### src/rtl/approx_product_accumulator.sv
// Frame accumulator for 8-bit approximate products: sums up to LEN beats per frame
// and hands out sum, count and overflow over a valid/ready port.
module approx_product_accumulator #(
  parameter int ACC_W    = 16,
  parameter int LEN      = 8,
  parameter bit SATURATE = 1'b1,
  localparam int CNT_W   = $clog2(LEN + 1)
) (
  input  logic             clk,
  input  logic             rst,
  input  logic             in_valid,
  output logic             in_ready,
  input  logic [7:0]       in_product,
  input  logic             in_last,
  output logic             out_valid,
  input  logic             out_ready,
  output logic [ACC_W-1:0] out_sum,
  output logic [CNT_W-1:0] out_count,
  output logic             out_overflow
);

  typedef enum logic {ST_ACCUM, ST_HOLD} state_t;

  state_t             state_q, state_d;
  logic [ACC_W-1:0]   acc_q, acc_d;
  logic [CNT_W-1:0]   cnt_q, cnt_d;
  logic               ovf_q, ovf_d;
  logic               in_ready_q, in_ready_d;
  logic               out_valid_q, out_valid_d;
  logic [ACC_W-1:0]   out_sum_q, out_sum_d;
  logic [CNT_W-1:0]   out_count_q, out_count_d;
  logic               out_ovf_q, out_ovf_d;

  logic               beat;
  logic               frame_close;
  logic [ACC_W:0]     nsum;
  logic [ACC_W-1:0]   acc_new;
  logic               ovf_new;

  assign beat        = in_valid & in_ready_q;
  assign frame_close = in_last | (cnt_q == CNT_W'(LEN - 1));

  // One extra bit catches the carry; a saturated acc re-overflows on every
  // non-zero add, so it stays pinned at all-ones for the rest of the frame.
  assign nsum    = {1'b0, acc_q} + {{(ACC_W - 7){1'b0}}, in_product};
  assign acc_new = (nsum[ACC_W] && SATURATE) ? {ACC_W{1'b1}} : nsum[ACC_W-1:0];
  assign ovf_new = ovf_q | nsum[ACC_W];

  always_comb begin
    state_d     = state_q;
    acc_d       = acc_q;
    cnt_d       = cnt_q;
    ovf_d       = ovf_q;
    in_ready_d  = in_ready_q;
    out_valid_d = out_valid_q;
    out_sum_d   = out_sum_q;
    out_count_d = out_count_q;
    out_ovf_d   = out_ovf_q;

    case (state_q)
      ST_ACCUM: begin
        if (beat) begin
          acc_d = acc_new;
          ovf_d = ovf_new;
          if (frame_close) begin
            out_sum_d   = acc_new;
            out_count_d = cnt_q + CNT_W'(1);
            out_ovf_d   = ovf_new;
            out_valid_d = 1'b1;
            in_ready_d  = 1'b0;
            state_d     = ST_HOLD;
          end else begin
            cnt_d = cnt_q + CNT_W'(1);
          end
        end
      end
      ST_HOLD: begin
        if (out_ready) begin
          out_valid_d = 1'b0;
          in_ready_d  = 1'b1;
          acc_d       = '0;
          cnt_d       = '0;
          ovf_d       = 1'b0;
          state_d     = ST_ACCUM;
        end
      end
      default: begin
        state_d     = ST_ACCUM;
        in_ready_d  = 1'b1;
        out_valid_d = 1'b0;
      end
    endcase
  end

  always_ff @(posedge clk) begin
    if (rst) begin
      state_q     <= ST_ACCUM;
      acc_q       <= '0;
      cnt_q       <= '0;
      ovf_q       <= 1'b0;
      in_ready_q  <= 1'b1;
      out_valid_q <= 1'b0;
      out_sum_q   <= '0;
      out_count_q <= '0;
      out_ovf_q   <= 1'b0;
    end else begin
      state_q     <= state_d;
      acc_q       <= acc_d;
      cnt_q       <= cnt_d;
      ovf_q       <= ovf_d;
      in_ready_q  <= in_ready_d;
      out_valid_q <= out_valid_d;
      out_sum_q   <= out_sum_d;
      out_count_q <= out_count_d;
      out_ovf_q   <= out_ovf_d;
    end
  end

  assign in_ready     = in_ready_q;
  assign out_valid    = out_valid_q;
  assign out_sum      = out_sum_q;
  assign out_count    = out_count_q;
  assign out_overflow = out_ovf_q;

endmodule
### config.mk
export PLATFORM = sky130hd
export DESIGN_NAME = approx_product_accumulator
export DESIGN_NICKNAME = d
export VERILOG_FILES = /design/src/rtl/approx_product_accumulator.sv
export SDC_FILE = /design/constraint.sdc
export NUM_CORES = 1
export LEC_CHECK = 0
export BUFFER_PORTS_ARGS = -buffer_cell sky130_fd_sc_hd__buf_2
export CORE_ASPECT_RATIO = 1.25
export CORE_MARGIN = 2
export CORE_UTILIZATION = 57
export CTS_BUF_LIST = sky130_fd_sc_hd__clkbuf_16
export DETAILED_ROUTE_END_ITERATION = 12
export HOLD_SLACK_MARGIN = 0.12
export PLACE_DENSITY = 0.8
export SLEW_MARGIN = 20
export SYNTH_ARGS = -nofsm -noshare
export SYNTH_HDL_FRONTEND = slang
export SYNTH_SLANG_ARGS = --single-unit
### constraint.sdc
create_clock -name clk -period 3.7 [get_ports clk]
set_input_delay 1.11 -clock clk [delete_from_list [all_inputs] [get_ports clk]]
set_output_delay 1.11 -clock clk [all_outputs]
set_load 0.005 [all_outputs]
==> results by group <==
Route
  – Vias: 2224
  – Initial drt markers: 138
  – Average vias per placed instance: 6.06
  – Routed len/inst: 14.9 microns
  – Detail Route Antenna Nets: 0
  – DR pass1 iterations: 4
  – DRC: 0
  – Routed WL: 5450 microns

Logic synthesis
  – Post-synth EDFFs: 0
  – Synthesized Nets: 308
  – #FFs+latches synth: 45
  – Most common library cells after synthesis: dfxtp_1, nor2_1, a21oi_1
  – Avg Inst Size Synth: 8.72 sq um
  – Biggest area consumer among synthesized cells: dfxtp_1
  – Post-Syn Area: 2480 sq um
  – Post-synthesis cell count: 285
  – Sequential fraction of the synthesis area: 36.3%
  – Post-synth top flop: dfxtp_1
  – Netlist cell types: 52
  – Ys Warns: 0
  – Async SR Flop Fraction: 0%
  – Most common cell in the netlist: dfxtp_1
  – Yosys top cell area share: 36.3%
  – Top post-synthesis cells by area: dfxtp_1, ha_1, nor2_1

Power and ir drop
  – Switching Share: 29.1%
  – Internal power: 0.000861 W
  – Power per cell area: 438 nW/um^2
  – Maximum vdd ir drop: 0.258 mV
  – Sequential share of power: 44.2%
  – Clock power frac: 34.7%
  – Leakage: 1.11 nW
  – Gate power share: 21.1%
  – NetSw: 0.000353 W

Cells and area
  – Nets: 333
  – Multi-input logic area: 1450 sq um
  – Fin cells: 367
  – Fillcell total: 368
  – Layout cell share with drive strength beyond 1: 20.9%
  – Antenna fix cells: 0
  – Register area: 901 sq um
  – Syn-to-layout area delta: 11.7%

Floorplan
  – I/O pin cnt: 36
  – Starting Density: 60.1%
  – Die H: 77.8 microns
  – Die area: 4910 sq um
  – Core region area: 4130 sq um
  – Die span in x: 63.1 microns
  – Row count: 26

CTS
  – Maximum buffer depth of the clock tree: 2
  – Post CTS Setup Buffer Count: 0
  – H-tree depth: 2
  – Number of clock sinks: 45
  – Clock-pin transition on the worst setup and hold timing paths: 60 ps
  – Post-CTS sizing: 0
  – Hold Buf Count CTS: 0
  – Clock tree root buffer cell: clkbuf_16
  – Clock latency on the worst-skew pair: 280 ps
  – CTS Buf Count: 5
  – CTS tree: built

Worst setup path
  – Cell depth of the worst setup path: 8
  – Crit path max fanout: 17
  – Crit path DAT: 3180 ps
  – Buf/Inv on CP: 1
  – Critical-path top delay cell: fa_1
  – Critical Path Max Stage Delay: 430 ps
  – Worst Setup Start Kind: input port
  – Worst setup EP type: flop
  – Critical path class: in2reg
  – Worst Path Required: 3860 ps
  – Cells along the critical path: buf_2 -> ha_1 -> fa_1 -> a211oi_2 -> nor3_2 -> o21ba_1 -> nor3_1 -> a211oi_1
  – Worst r2r path cells: 7
  – CP top delay family: compound AO/OA/AOI/OAI gates

GRT
  – First-pass GRT wire length: 9430 microns
  – Largest net degree at the start of global routing: 21
  – Initial antenna violation count: 0
  – Grt ovf: 0
  – Gr usage total: 23.6%
  – Vias in the first global route: 2157

Placement
  – DP HPWL: 3850 microns
  – RePlAce Congestion: 0.901
  – Place WS: 404 ps
  – # placed instances: 359
  – Port-buffer cells: 35

Timing
  – Setup TNS: 0 ps
  – Slew margin rel.: 40.2%
  – Minimum clock period: 3020 ps
  – RSZ-0062 raised after global routing: false
  – Max-slew violation count: 0
  – Worst Skew: 4.33 ps
  – Final setup margin: 682 ps
  – Final period util: 81.6%
  – Measured slew at the worst slew-check pin: 896 ps
  – Fmax: 0.331 GHz
  – Final Hold Viols: 0
  – Setup violators final: 0

Hold path
  – Hold path cells: 2
  – Hold Crit Class: reg2reg

Status
  – Status: finished clean

Flow run
  – Total of max-cap violations: 0
-- routing by layer --
layer / track usage [%] / share of wire [%] / routed length, microns / up-vias
li1: - / - / - / 1105
met1: 30.3 / 45 / 2470 / 1034
met2: 37.8 / 47 / 2590 / 76
met3: 4.93 / 5.8 / 314 / 9
met4: 10.9 / 1.6 / 87 / 0
met5: 0 / 0 / 0 / -
-- logic make-up after synthesis --
group / count (synthesis) / synth area share, %
simple gates: 106 / 25.0
fa+ha+maj: 10 / 5.34
buf+inv: 24 / 5.34
xor+xnor: 9 / 3.17
compound gates: 87 / 23.3
flops: 45 / 36.3
mux: 4 / 1.61
-- sequential cells by signal, summed over array words and instances (netlist names) --
name          flops
acc_q            16
cnt_q             4
in_ready          1
out_count         4
out_overflow      1
out_sum          16
out_valid         1
ovf_q             1
state_q           1
-- stage by stage --
step	hold WS (ps)	power, W	util, %	cell area, sq um
after floorplan	438	0.000738	-	2480
after global placement	440	0.000794	63.9	2640
after detailed placement	446	0.000800	63.9	2640
after CTS	454	0.00122	67.2	2780
after global routing	489	0.00127	67.2	2780
final	453	0.00121	67.2	2780
-- path summary, 6_finish.rpt --
path,from,end,slack (ps)
setup / recovery,in_product[0],out_sum[6],680
hold / removal,out_count[1],out_count[1],450
setup reg to reg,acc_q[0],out_sum[6],1300
hold reg to reg,out_count[1],out_count[1],450
-- power groups by stage --
stage	registers [W]	logic, W	clock network [W]
after global placement	0.000545	0.000249	0
after CTS	0.000536	0.000255	0.000432
final	0.000536	0.000256	0.000422
after global routing	0.000540	0.000286	0.000448
after floorplan	0.000543	0.000195	0
after detailed placement	0.000547	0.000253	0
-- cell usage in the layout (no fill, tap or decap), types with 5 or more instances in the layout --
master and count:
a21oi_1 22, a311oi_1 5, nand3_1 13, nor2_1 30
xor2_1 5, nand2b_1 5, a211oi_1 13, dfxtp_1 45
o21ai_0 11, a31oi_1 7, nand2_1 6, nor3_1 12
nor3_2 10, ha_1 9, clkbuf_16 5, inv_1 6
buf_2 35, o211ai_1 5
-- worst register-to-register path, stage by stage, from the launching register on --
cell and delay [ps]:
dfxtp_1 320, ha_1 220, fa_1 430, a211oi_2 340, nor3_2 110, o21ba_1 430
nor3_1 330, a211oi_1 110
-- final cells by class --
type	instances	share of cell area (%)
clock buffer	5	4.51
clock inverter	3	0.406
inverter	3	0.406
multi-input combinational	216	52.3
sequential	45	32.5
tap	56	2.52
timing repair buffer	39	7.39
No activity file was read; power rests on OpenSTA's default activity.
